[src/rtl/ps2_pkg.sv]
// Shared PS/2 definitions: host transmitter state encoding, keyboard command
// bytes and default timing for a 50 MHz system clock.
package ps2_pkg;

    typedef enum logic [2:0] {
        IDLE,
        INHIBIT,
        REQ,
        DATA,
        PARITY,
        ACK,
        WAIT_IDLE
    } ps2_tx_state_e;

    localparam logic [7:0] CMD_SET_LED = 8'hED;
    localparam logic [7:0] CMD_ENABLE  = 8'hF4;
    localparam logic [7:0] CMD_RESET   = 8'hFF;
    localparam logic [7:0] RESP_ACK    = 8'hFA;

    localparam int DEF_INHIBIT_CYCLES = 5000;
    localparam int DEF_TIMEOUT_CYCLES = 1_000_000;

    function automatic logic odd_parity(input logic [7:0] b);
        return ~^b;
    endfunction

endpackage

[src/rtl/ps2_host_tx_if.sv]
// Command handshake between the game core (master) and the PS/2 host
// transmitter (slave).
interface ps2_host_tx_if;
    logic [7:0] tx_data;
    logic       tx_valid;
    logic       tx_ready;
    logic       tx_done;
    logic       tx_error;

    modport master (output tx_data, output tx_valid,
                    input  tx_ready, input tx_done, input tx_error);
    modport slave  (input  tx_data, input tx_valid,
                    output tx_ready, output tx_done, output tx_error);
endinterface

[src/rtl/ps2_line_sync.sv]
// Two-flop synchronizer for the PS/2 clock and data pads plus a falling-edge
// detector on each synchronized line. Shared with the keyboard receiver.
module ps2_line_sync (
    input  logic clock,
    input  logic resetn,
    input  logic ps2_clk_i,
    input  logic ps2_dat_i,
    output logic clk_o,
    output logic dat_o,
    output logic clk_fe_o,
    output logic dat_fe_o
);
    // Bit 0 carries the clock line, bit 1 the data line.
    logic [1:0] meta_q, cur_q, prev_q;

    // NOTE: sequential state uses non-blocking assignments so every flop
    // samples the pre-edge value of its neighbour; reset to the idle-high
    // bus level so no false edge appears when reset releases.
    always_ff @(posedge clock or negedge resetn) begin
        if (!resetn) begin
            meta_q <= 2'b11;
            cur_q  <= 2'b11;
            prev_q <= 2'b11;
        end else begin
            meta_q <= {ps2_dat_i, ps2_clk_i};
            cur_q  <= meta_q;
            prev_q <= cur_q;
        end
    end

    assign clk_o    = cur_q[0];
    assign dat_o    = cur_q[1];
    assign clk_fe_o = prev_q[0] & ~cur_q[0];
    assign dat_fe_o = prev_q[1] & ~cur_q[1];

endmodule

[src/rtl/ps2_host_tx.sv]
// Host-to-device PS/2 transmitter: inhibits the bus, issues a request-to-send
// and shifts one command byte out on device clock falling edges.
module ps2_host_tx
    import ps2_pkg::*;
#(
    parameter int INHIBIT_CYCLES = DEF_INHIBIT_CYCLES,
    parameter int TIMEOUT_CYCLES = DEF_TIMEOUT_CYCLES
) (
    input  logic         clock,
    input  logic         resetn,
    ps2_host_tx_if.slave tx,
    output logic         rx_inhibit,
    input  logic         ps2_clk_in,
    input  logic         ps2_dat_in,
    output logic         ps2_clk_oe,
    output logic         ps2_dat_oe
);
    localparam int INH_W = $clog2(INHIBIT_CYCLES + 1);
    localparam int TO_W  = $clog2(TIMEOUT_CYCLES + 1);

    ps2_tx_state_e state_q, state_d;
    logic [INH_W-1:0] inh_cnt_q, inh_cnt_d;
    logic [TO_W-1:0]  to_cnt_q, to_cnt_d;
    logic [3:0]       bit_cnt_q, bit_cnt_d;
    logic [7:0]       data_q, data_d;
    logic             parity_q, parity_d;
    logic             dat_bit_q, dat_bit_d;

    logic clk_s, dat_s, clk_fe, dat_fe;
    logic busy, inh_last, timeout;

    ps2_line_sync u_sync (
        .clock    (clock),
        .resetn   (resetn),
        .ps2_clk_i(ps2_clk_in),
        .ps2_dat_i(ps2_dat_in),
        .clk_o    (clk_s),
        .dat_o    (dat_s),
        .clk_fe_o (clk_fe),
        .dat_fe_o (dat_fe)
    );

    assign busy     = state_q inside {REQ, DATA, PARITY, ACK, WAIT_IDLE};
    assign inh_last = (inh_cnt_q == INH_W'(INHIBIT_CYCLES - 1));
    assign timeout  = busy && (to_cnt_q == TO_W'(TIMEOUT_CYCLES));

    always_ff @(posedge clock or negedge resetn) begin
        if (!resetn) begin
            state_q   <= IDLE;
            inh_cnt_q <= '0;
            to_cnt_q  <= '0;
            bit_cnt_q <= '0;
            data_q    <= '0;
            parity_q  <= 1'b0;
            dat_bit_q <= 1'b1;
        end else begin
            state_q   <= state_d;
            inh_cnt_q <= inh_cnt_d;
            to_cnt_q  <= to_cnt_d;
            bit_cnt_q <= bit_cnt_d;
            data_q    <= data_d;
            parity_q  <= parity_d;
            dat_bit_q <= dat_bit_d;
        end
    end

    always_comb begin
        // NOTE: every signal gets a default before the case so no path leaves
        // it unassigned and no latch is inferred.
        state_d   = state_q;
        inh_cnt_d = '0;
        to_cnt_d  = '0;
        bit_cnt_d = bit_cnt_q;
        data_d    = data_q;
        parity_d  = parity_q;
        dat_bit_d = dat_bit_q;
        case (state_q)
            IDLE: begin
                bit_cnt_d = '0;
                if (tx.tx_valid) begin
                    data_d   = tx.tx_data;
                    parity_d = odd_parity(tx.tx_data);
                    state_d  = INHIBIT;
                end
            end
            INHIBIT: begin
                inh_cnt_d = inh_last ? '0 : inh_cnt_q + INH_W'(1);
                if (inh_last) state_d = REQ;
            end
            REQ: begin
                if (clk_fe) begin
                    dat_bit_d = data_q[0];
                    state_d   = DATA;
                end
            end
            DATA: begin
                if (clk_fe) begin
                    if (bit_cnt_q == 4'd8) begin
                        dat_bit_d = parity_q;
                        state_d   = PARITY;
                    end else begin
                        dat_bit_d = data_q[bit_cnt_q[2:0]];
                    end
                end
            end
            PARITY:    if (clk_fe) state_d = ACK;
            ACK:       if (clk_fe) state_d = dat_s ? IDLE : WAIT_IDLE;
            WAIT_IDLE: if (clk_s && dat_s) state_d = IDLE;
            default:   state_d = IDLE;
        endcase
        if (busy) to_cnt_d = to_cnt_q + TO_W'(1);
        if (clk_fe && (state_q inside {REQ, DATA, PARITY, ACK}))
            bit_cnt_d = bit_cnt_q + 4'd1;
        // Timeout overrides a coincident final edge.
        if (timeout) state_d = IDLE;
    end

    always_comb begin
        ps2_clk_oe  = 1'b0;
        ps2_dat_oe  = 1'b0;
        tx.tx_done  = 1'b0;
        tx.tx_error = 1'b0;
        case (state_q)
            INHIBIT: begin
                ps2_clk_oe = 1'b1;
                ps2_dat_oe = inh_last;
            end
            REQ:          ps2_dat_oe  = 1'b1;
            DATA, PARITY: ps2_dat_oe  = ~dat_bit_q;
            ACK:          tx.tx_error = clk_fe & dat_s;
            WAIT_IDLE:    tx.tx_done  = clk_s & dat_s;
            default:      ;
        endcase
        if (timeout) begin
            ps2_clk_oe  = 1'b0;
            ps2_dat_oe  = 1'b0;
            tx.tx_done  = 1'b0;
            tx.tx_error = 1'b1;
        end
    end

    assign tx.tx_ready = (state_q == IDLE);
    assign rx_inhibit  = (state_q != IDLE);

endmodule
[src/flat_wrapper.sv]
// flat-port wrapper written by rule: the top's interface ports become plain ports
module ps2_host_tx_flat import ps2_pkg::*;
#(
    parameter int INHIBIT_CYCLES = DEF_INHIBIT_CYCLES,
    parameter int TIMEOUT_CYCLES = DEF_TIMEOUT_CYCLES
)
  (clock, resetn, rx_inhibit, ps2_clk_in, ps2_dat_in, ps2_clk_oe, ps2_dat_oe, tx_tx_data, tx_tx_valid, tx_tx_ready, tx_tx_done, tx_tx_error);
  ps2_host_tx_if tx_i ();
  input  logic clock;
  input  logic resetn;
  output logic rx_inhibit;
  input  logic ps2_clk_in;
  input  logic ps2_dat_in;
  output logic ps2_clk_oe;
  output logic ps2_dat_oe;
  input wire logic [$bits(tx_i.tx_data)-1:0] tx_tx_data;
  input wire logic [$bits(tx_i.tx_valid)-1:0] tx_tx_valid;
  output wire logic [$bits(tx_i.tx_ready)-1:0] tx_tx_ready;
  output wire logic [$bits(tx_i.tx_done)-1:0] tx_tx_done;
  output wire logic [$bits(tx_i.tx_error)-1:0] tx_tx_error;
  assign tx_i.tx_data = tx_tx_data;
  assign tx_i.tx_valid = tx_tx_valid;
  assign tx_tx_ready = tx_i.tx_ready;
  assign tx_tx_done = tx_i.tx_done;
  assign tx_tx_error = tx_i.tx_error;
  ps2_host_tx #(.INHIBIT_CYCLES(INHIBIT_CYCLES), .TIMEOUT_CYCLES(TIMEOUT_CYCLES)) u_core (.clock(clock), .resetn(resetn), .tx(tx_i), .rx_inhibit(rx_inhibit), .ps2_clk_in(ps2_clk_in), .ps2_dat_in(ps2_dat_in), .ps2_clk_oe(ps2_clk_oe), .ps2_dat_oe(ps2_dat_oe));
endmodule
[config.mk]
export PLATFORM = sky130hd
export DESIGN_NAME = ps2_host_tx_flat
export DESIGN_NICKNAME = d
export VERILOG_FILES = /design/src/rtl/ps2_pkg.sv /design/src/rtl/ps2_host_tx_if.sv /design/src/rtl/ps2_line_sync.sv /design/src/rtl/ps2_host_tx.sv /design/src/flat_wrapper.sv
export SDC_FILE = /design/constraint.sdc
export NUM_CORES = 1
export LEC_CHECK = 0
export ABC_AREA = 1
export BUFFER_PORTS_ARGS = -buffer_cell sky130_fd_sc_hd__clkbuf_2
export CAP_MARGIN = 5
export CORE_MARGIN = 3
export CORE_UTILIZATION = 30
export DETAILED_ROUTE_END_ITERATION = 8
export PLACE_DENSITY = 0.59
export SLEW_MARGIN = 20
export SYNTH_ARGS = -nofsm -noshare
export SYNTH_HDL_FRONTEND = slang
export SYNTH_HIERARCHICAL = 1
export SYNTH_SLANG_ARGS = --single-unit
export TNS_END_PERCENT = 100
[constraint.sdc]
create_clock -name clock -period 1.48 [get_ports clock]
set_clock_uncertainty 0.05 [all_clocks]
set_input_delay 0.296 -clock clock [delete_from_list [all_inputs] [get_ports clock]]
set_output_delay 0.296 -clock clock [all_outputs]
set_load 0.03 [all_outputs]
==> impl_metrics.toml <==
[global_routing]
grt_pass1_vias = 2991
grtUsageTotal = 0.1377
antenna_found_initial = 0
grt_max_degree = 56
grt_pass1_wl_um = 13050
globalRouteOverflowTotal = 0

[finish]
mostFrequentLayoutCells = "nand2_1, buf_4, nor2_1"
stdcell_count = 656
design_area_um2 = 4448
areaGrowthSynthToFinish_pct = 44.98
insertedDiodeCount = 0
final_layout_size_suffix_gt1_frac = 0.3824
final_common_cell = "nand2_1"
fillers = 940
nNetsFinal = 540

[worst_setup_path]
rr_endpoint = "u_core/state_q[2]"
arrival_ns = 1.65
worst-setup-path-type = "flop to output port"
cp-end-kind = "output port"
cp_max_fo = 5
startpoint_type = "flop"
timing.rr.start = "u_core/state_q[0]"
r2r_cells = 10
crit_start = "u_core/state_q[0]"
r2r_slack_ns = -0.18
crit_path_end = "ps2_dat_oe"
worst_ep_required_time_ns = 1.13

[pwr]
ir_drop_v = 0.0008300
leakagePower_uw = 0.002016
powerDensity_nw_per_um2 = 1371

[clocking]
cts_buffer_depth = 2
clk_pin_slew_ns = 0.11
cts_root_buf = "clkbuf_8"
cts_sinks = 55
numCtsBuffers = 5
tritoncts = "yes"
clk-insertion-delay-late_ns = 0.31
h-tree-depth = 2

[placed_design]
finalWeightedCongestion = 0.8987
port_buffers = 18
hpwl_um = 5393
placed_area_um2 = 3875
pre_cts_slack_ns = -0.2654
place_inst = 630

[timing]
fin_crit_sh = 1.349
setup_tns_ns = -4.642
maxSlewViolCount = 0
rsz0062_at_grt = "yes"
slew_headroom = 0.7984
period_needed_ns = 1.997
fin_ws_ns = -0.5166
fmax_mhz = 500.9
worst_pin_slew_ns = 0.3003
setup_viol = 34
finalHoldViolations = 0

[floorplan]
start_util = 0.3110
fp.dieH_um = 107.1
ios = 19
rows = 36
dieArea_um2 = 11480
core_um2 = 9864
die_w_um = 107.1

[synthesis]
synth_warnings = 6
syn_nets = 430
syn_area_um2 = 3068
synthCells = 412
avgSynthCellArea_um2 = 7.446

[route]
dr.pass1.iters = 4
via_per_inst = 4.492
ant_nets = 0
wl_per_cell_um = 11.63
drtIter0Drc = 194
drt-total-wl_um = 7632
remaining_drc_errors = 0
vias = 2947

[status]
violations = "setup timing"
status = "complete, but fails checks"

[run]
drv_cap = 0

[hold_path]
min_path_type = "input port to flop"
-- layer usage --
layer | global-route usage | up-vias | share of wire
li1 | - | 1520 | -
met2 | 0.2466 | 32 | 0.51
met5 | 0 | - | 0
met1 | 0.1740 | 1385 | 0.46
met3 | 0.01505 | 10 | 0.018
met4 | 0.04018 | 0 | 0.017
-- where the power goes --
group / switching, uW / total, uW / internal (uW)
Combinational: 1770 / 3220 / 1450
Clock: 532 / 884 / 352
Sequential: 208 / 1990 / 1780
Total: 2510 / 6100 / 3590
-- area by class of cell --
type,instances,area (um^2),share of cell area
multi-input cells,299,1705,0.3834
flip-flops and latches,55,1388,0.3120
repair buffers,107,875.8,0.1969
inverters,53,207.7,0.04669
well taps,133,166.4,0.03741
clock buffers,5,68.82,0.01547
clock inverters,3,28.78,0.006470
repair inverters,1,7.507,0.001688
-- critical path, stage by stage, from the launching register on --
cell      delay, ns
dfrtp_2        0.46
inv_2          0.09
buf_6          0.13
nor3_4         0.21
inv_2          0.06
o21ai_2        0.13
o21a_2         0.13
clkbuf_8       0.14
-- metrics by stage --
| stage | util | power [uW] | hold slack (ns) |
|---|---|---|---|
| CTS | 0.4304 | 5800 | 0.1480 |
| global placement | 0.3928 | 4463 | 0.2760 |
| detailed placement | 0.3928 | 4513 | 0.2746 |
| floorplan | - | 3540 | -0.04959 |
| global route | 0.4509 | 6590 | 0.1565 |
| finish | 0.4509 | 6097 | 0.1598 |
-- how the worst min path moves through the flow --
| stage | startpoint | to | slack, ns | depth (start not counted) |
|---|---|---|---|---|
| floorplan | resetn | u_core/bit_cnt_q[0] | -0.05 | 0 |
| CTS | tx_tx_data[7] | u_core/data_q[7] | 0.15 | 3 |
| global placement | resetn | u_core/inh_cnt_q[6] | 0.28 | 2 |
| global route | tx_tx_data[7] | u_core/data_q[7] | 0.16 | 3 |
| detailed placement | resetn | u_core/inh_cnt_q[6] | 0.27 | 2 |
| finish | tx_tx_data[7] | u_core/data_q[7] | 0.16 | 3 |
-- registers in the layout, indices dropped and copies added, names as in the netlist --
register	flops
u_core/bit_cnt_q	4
u_core/dat_bit_q	1
u_core/data_q	8
u_core/inh_cnt_q	13
u_core/parity_q	1
u_core/state_q	3
u_core/to_cnt_q	20
u_core/u_sync/cur_q	2
u_core/u_sync/meta_q	2
u_core/u_sync/prev_q	1
-- timing repair --
item,4_1_cts,5_1_grt
buffers inserted,7,9
hold buffers,3,0
endpoints found under the hold margin,51,0
gates cloned,1,0
pin swaps,22,17
setup endpoints to repair,37,50
gates resized for setup,51,45
No activity file was read; power rests on OpenSTA's default activity.
